## config.mk

```make
export PLATFORM = sky130hd
export DESIGN_NAME = mult_issue_queue
export DESIGN_NICKNAME = d
export VERILOG_FILES = /design/src/rtl/mult_issue_queue.sv
export SDC_FILE = /design/constraint.sdc
export NUM_CORES = 1
export LEC_CHECK = 0
export ABC_AREA = 1
export CAP_MARGIN = 20
export CORE_MARGIN = 2
export CORE_UTILIZATION = 45
export CTS_CLUSTER_DIAMETER = 30
export DETAILED_ROUTE_END_ITERATION = 16
export GPL_TIMING_DRIVEN = 0
export HOLD_SLACK_MARGIN = 0.05
export PLACE_DENSITY = 0.75
export SYNTH_ARGS = -nofsm -noshare
export SYNTH_HDL_FRONTEND = slang
export SYNTH_SLANG_ARGS = --single-unit
```

## constraint.sdc

```tcl
create_clock -name clk -period 4.1 [get_ports clk]
set_input_delay 0.82 -clock clk [delete_from_list [all_inputs] [get_ports clk]]
set_output_delay 0.82 -clock clk [all_outputs]
set_load 0.01 [all_outputs]
```

## src/rtl/mult_issue_queue.sv

```systemverilog
// Tagged request FIFO and one-at-a-time sequencer in front of an iterative unsigned
// 32x32 multiplier. It adds sign/magnitude fix-up and a completion timeout.
module mult_issue_queue #(
  parameter int DEPTH    = 4,
  parameter int TAG_W    = 4,
  parameter int MAX_WAIT = 12
) (
  input  logic             clk,
  input  logic             rst_n,
  input  logic             in_valid,
  output logic             in_ready,
  input  logic [31:0]      in_a,
  input  logic [31:0]      in_b,
  input  logic             in_signed,
  input  logic [TAG_W-1:0] in_tag,
  output logic             mul_valid_in,
  output logic [31:0]      mul_a,
  output logic [31:0]      mul_b,
  input  logic             mul_valid_out,
  input  logic [63:0]      mul_r,
  output logic             out_valid,
  input  logic             out_ready,
  output logic [63:0]      out_r,
  output logic [TAG_W-1:0] out_tag,
  output logic             out_err
);

  localparam int PTR_W  = (DEPTH > 1) ? $clog2(DEPTH) : 1;
  localparam int CNT_W  = $clog2(DEPTH + 1);
  localparam int WAIT_W = $clog2(MAX_WAIT + 1);

  typedef enum logic [1:0] {IDLE, ISSUE, WAIT, HOLD} state_t;

  typedef struct packed {
    logic [31:0]      a;
    logic [31:0]      b;
    logic             sgn;
    logic [TAG_W-1:0] tag;
  } req_t;

  req_t              mem [DEPTH];
  logic [PTR_W-1:0]  wr_ptr;
  logic [PTR_W-1:0]  rd_ptr;
  logic [CNT_W-1:0]  count;
  logic              push;
  logic              pop;
  req_t              head;
  logic [31:0]       head_mag_a;
  logic [31:0]       head_mag_b;

  state_t            state;
  logic [WAIT_W-1:0] wait_cnt;
  logic [TAG_W-1:0]  cur_tag;
  logic              cur_neg;

  // Full is judged on the registered count, so a pop never frees a slot in the same cycle.
  assign in_ready = (count != CNT_W'(DEPTH));
  assign push     = in_valid && in_ready;
  assign pop      = (state == IDLE) && (count != '0);
  assign head     = mem[rd_ptr];

  // Two's complement negation of -2^31 yields 0x8000_0000, which is the correct magnitude.
  assign head_mag_a = (head.sgn && head.a[31]) ? (~head.a + 32'd1) : head.a;
  assign head_mag_b = (head.sgn && head.b[31]) ? (~head.b + 32'd1) : head.b;

  // NOTE: the storage array is deliberately not reset; count marks which entries are live.
  always_ff @(posedge clk) begin
    if (push) begin
      mem[wr_ptr] <= '{a: in_a, b: in_b, sgn: in_signed, tag: in_tag};
    end
  end

  always_ff @(posedge clk or negedge rst_n) begin
    if (!rst_n) begin
      wr_ptr <= '0;
      rd_ptr <= '0;
      count  <= '0;
    end else begin
      if (push) wr_ptr <= wr_ptr + 1'b1;
      if (pop)  rd_ptr <= rd_ptr + 1'b1;
      count <= count + CNT_W'(push) - CNT_W'(pop);
    end
  end

  // NOTE: every state register uses <= so all branches see this cycle's values, not partial updates.
  always_ff @(posedge clk or negedge rst_n) begin
    if (!rst_n) begin
      state        <= IDLE;
      wait_cnt     <= '0;
      cur_tag      <= '0;
      cur_neg      <= 1'b0;
      mul_valid_in <= 1'b0;
      mul_a        <= '0;
      mul_b        <= '0;
      out_valid    <= 1'b0;
      out_r        <= '0;
      out_tag      <= '0;
      out_err      <= 1'b0;
    end else begin
      mul_valid_in <= 1'b0;
      unique case (state)
        IDLE: begin
          if (pop) begin
            mul_valid_in <= 1'b1;
            mul_a        <= head_mag_a;
            mul_b        <= head_mag_b;
            cur_tag      <= head.tag;
            cur_neg      <= head.sgn && (head.a[31] ^ head.b[31]);
            state        <= ISSUE;
          end
        end
        ISSUE: begin
          wait_cnt <= '0;
          state    <= WAIT;
        end
        WAIT: begin
          // A done pulse on the last allowed cycle still wins over the timeout.
          if (mul_valid_out) begin
            out_valid <= 1'b1;
            out_r     <= cur_neg ? (~mul_r + 64'd1) : mul_r;
            out_tag   <= cur_tag;
            out_err   <= 1'b0;
            state     <= HOLD;
          end else if (wait_cnt == WAIT_W'(MAX_WAIT - 1)) begin
            out_valid <= 1'b1;
            out_r     <= '0;
            out_tag   <= cur_tag;
            out_err   <= 1'b1;
            state     <= HOLD;
          end else begin
            wait_cnt <= wait_cnt + 1'b1;
          end
        end
        HOLD: begin
          if (out_ready) begin
            out_valid <= 1'b0;
            state     <= IDLE;
          end
        end
        default: state <= IDLE;
      endcase
    end
  end

  a_single_pulse: assert property (@(posedge clk) disable iff (!rst_n)
    mul_valid_in |=> !mul_valid_in);

  a_count_range: assert property (@(posedge clk) disable iff (!rst_n)
    count <= CNT_W'(DEPTH));

endmodule

```

==> results.toml <==
[outcome]
status = "finished, final reports clean"

[clocking]
clk_latency_ns = 0.63
cts_tree = "yes"
cts.htree.levels = 3
clock-sinks = 429
cts_buffers = 83
cts_buffer_depth = 3
cts_root_buffer = "clkbuf_16"
hold_buffers = 0
post_cts_buffers = 0
cts_resized = 0
path_clk_slew_ns = 0.04

[power_and_ir_drop]
switching_share_pct = 40.63
power_switching_mw = 9.344
ir_worst_vdd_mv = 0.4822
p_leak_nw = 11.24
clock_power_share_pct = 29.3
power.internal_mw = 13.65
comb_power_share_pct = 41.8
seqPwrFrac_pct = 28.9
p_per_area_nw_per_um2 = 853.3

[run]
max_cap_violations = 0

[worst_setup_path]
path_max_fanout = 11
timing.reg2reg.worst_path_depth = 9
reg2reg_slack_ns = 0.71
r2r-end = "count[2]$_DFF_PN0_"
worstSetupEndpointType = "flop"
path_class = "flop to flop"
arrival_ns = 3.92
regToRegStartpoint = "count[2]$_DFF_PN0_"
critPathRequiredTime_ns = 4.63
start_kind = "flop"

[routing]
avgViaCountPerCell = 5.394
met1_length_mm = 27.33
drcViolationCount = 0
via_count = 18110
topRoutingLayerUsed = "met4"
routed_wl_mm = 68.92
dr.pass1.iters = 6
drtIter0Drc = 1633
antenna_left = 0
met2_length_mm = 33.79
wl_per_cell_um = 20.52
wl_met3_mm = 5.122

[sta]
rsz0062_at_grt = "false"
max-slew-margin-rel_pct = 35.89
finalClockSkew_ns = 0.02867
max_freq_mhz = 294.7
layout_setup_ws_ns = 0.7071
maxSlewViolCount = 0
max_slew.worst_pin.slew_ns = 0.9594
finalCritPeriodShare_pct = 82.75
fin_crit_ns = 3.393
setup_viol = 0
hold_violations = 0

[synth]
syn_inst = 2322
ys_seq_area_share_pct = 59.35
synthTopCellsByArea = "edfxtp_1 41%, dfrtp_1 19%, nand2_1 16%"
yosys.area.top_type = "edfxtp_1"
synth_edf_count = 276
ys.flop_type = "edfxtp_1"
syn-mean-instance-area_sq_um = 8.792
synth_area_sq_um = 20410
ys_warn_count = 0
synth_seq_cells = 429
synthArstFlopShare_pct = 35.66
synth_fp_nets = 2475
synth_cell_types = 37
synth_top_area_share_pct = 40.60

[cells_and_area]
nNetsFinal = 2841
layout-drive-gt1-share_pct = 7.907
utilization_pct = 59.78
final_common_cell = "nand2_1"
final_area_sq_um = 26950
area_growth_pct = 32.02
layout.cells.most_common_list = "879 x nand2_1, 277 x nand3_1, 276 x edfxtp_1"
n_fill_cell = 3836

[placed_design]
port_buffers = 272
placed_area_sq_um = 24120
dp_slack_ns = 0.4495
dp_hpwl_mm = 50.35
place.gp.congestion = 0.9421

[grt]
antenna_found_initial = 1
grt_max_degree = 89
grt_use_total_pct = 29.28
grt_pass1_vias = 17670
grt_overflow = 0
grt_pass1_wl_mm = 103.5

[die]
rows = 78
die_w_um = 217.0
initial_core_util_pct = 45.28
ios = 274
coreArea_sq_um = 45090
die_h_um = 217.0
dieArea_sq_um = 47080

[hold_path]
hp-class = "input port to async pin"
-- critical path: stages, from the launching register on --
cell and delay [ns]:
dfrtp_1 0.42, o31ai_2 0.76, clkinv_1 0.46, clkbuf_1 0.47
ha_1 0.41, inv_1 0.06, ha_1 0.12, inv_1 0.04
fa_1 0.37, xnor2_1 0.18
-- layer usage --
| layer | up-vias | track usage [%] |
|---|---|---|
| met4 | 0 | 12.56 |
| met2 | 859 | 49.91 |
| met3 | 162 | 5.744 |
| met1 | 8564 | 36.34 |
| li1 | 8527 | - |
| met5 | - | 0 |
-- final cells by class --
class	instances	area [sq um]	area share [%]
tap	600	750.7	2.785
clock buffer	94	2212	8.208
inverter	141	529.3	1.964
buffer	89	407.9	1.513
timing repair buffer	281	2923	10.84
sequential	429	12120	44.96
clock inverter	60	619.3	2.298
multi-input combinational	1663	7391	27.42
antenna	1	2.502	0.009285
-- power by group through the flow --
stage	registers [mW]	clock network, mW	logic, mW
3_5_place_dp	6.69	0	9.47
6_report	6.65	6.73	9.62
4_1_cts	6.64	6.80	9.58
3_3_place_gp	6.79	0	9.14
5_1_grt	6.75	7.03	10.6
2_1_floorplan	6.85	0	5.24
-- synth_stat cells (14+ instances only) --
library cell and number:
xnor2_1 17, nand2_1 879, nor2_1 189, buf_2 44, nand3_1 277, ha_1 14, inv_1 136, edfxtp_1 276
o21ai_0 126, dfrtp_1 153, nand4_1 42, clkbuf_1 40, a21oi_1 35, o21ai_1 22
-- per-stage QoR --
stage / instances / hold WS (ns) / power (mW) / TNS, ns
5_1_grt: 3357 / 0.1937 / 24.34 / 0
2_1_floorplan: 2322 / 0.4675 / 12.09 / -77.89
6_report: 3358 / 0.1481 / 23.00 / 0
3_3_place_gp: 3194 / 0.4622 / 15.93 / -1552.68
4_1_cts: 3357 / 0.1611 / 23.02 / 0
3_5_place_dp: 3203 / 0.4656 / 16.16 / 0
-- how the worst max path moves through the flow --
stage                             startpoint                     to  slack, ns  cells after the start
final                     count[2]$_DFF_PN0_     count[2]$_DFF_PN0_       0.71                      9
after global routing      count[1]$_DFF_PN0_     count[2]$_DFF_PN0_       0.54                      9
after CTS                 count[1]$_DFF_PN0_     count[2]$_DFF_PN0_       0.71                      9
after detailed placement            mul_r[1]  out_r[36]$_DFFE_PN0P_       0.45                     10
after global placement                 rst_n   mul_b[1]$_DFFE_PN0P_      -4.48                      1
after floorplan                     in_valid    mem[0][0]$_DFFE_PP_      -0.28                      2
-- registers in the layout, indices dropped and copies added, names as in the netlist --
signal,count
state,2
wr_ptr,2
cur_tag,4
mem,276
rd_ptr,2
out_r,64
out_tag,4
wait_cnt,4
cur_neg,1
out_valid,1
count,3
mul_b,32
mul_a,32
out_err,1
mul_valid_in,1
-- kinds of logic (layout without fill, tap and decap cells) --
group | after synthesis | count (layout) | share of synthesized area, %
flip-flops | 429 | 429 | 59.35
adder cells (fa/ha/maj) | 15 | 15 | 0.9561
other | 0 | 1 | 0
buffers and inverters | 230 | 665 | 4.591
AND/OR/NAND/NOR | 1418 | 1418 | 28.70
AO/OA/AOI/OAI | 207 | 207 | 5.418
XOR/XNOR | 23 | 23 | 0.9867
(Power assumes the default switching activity.)
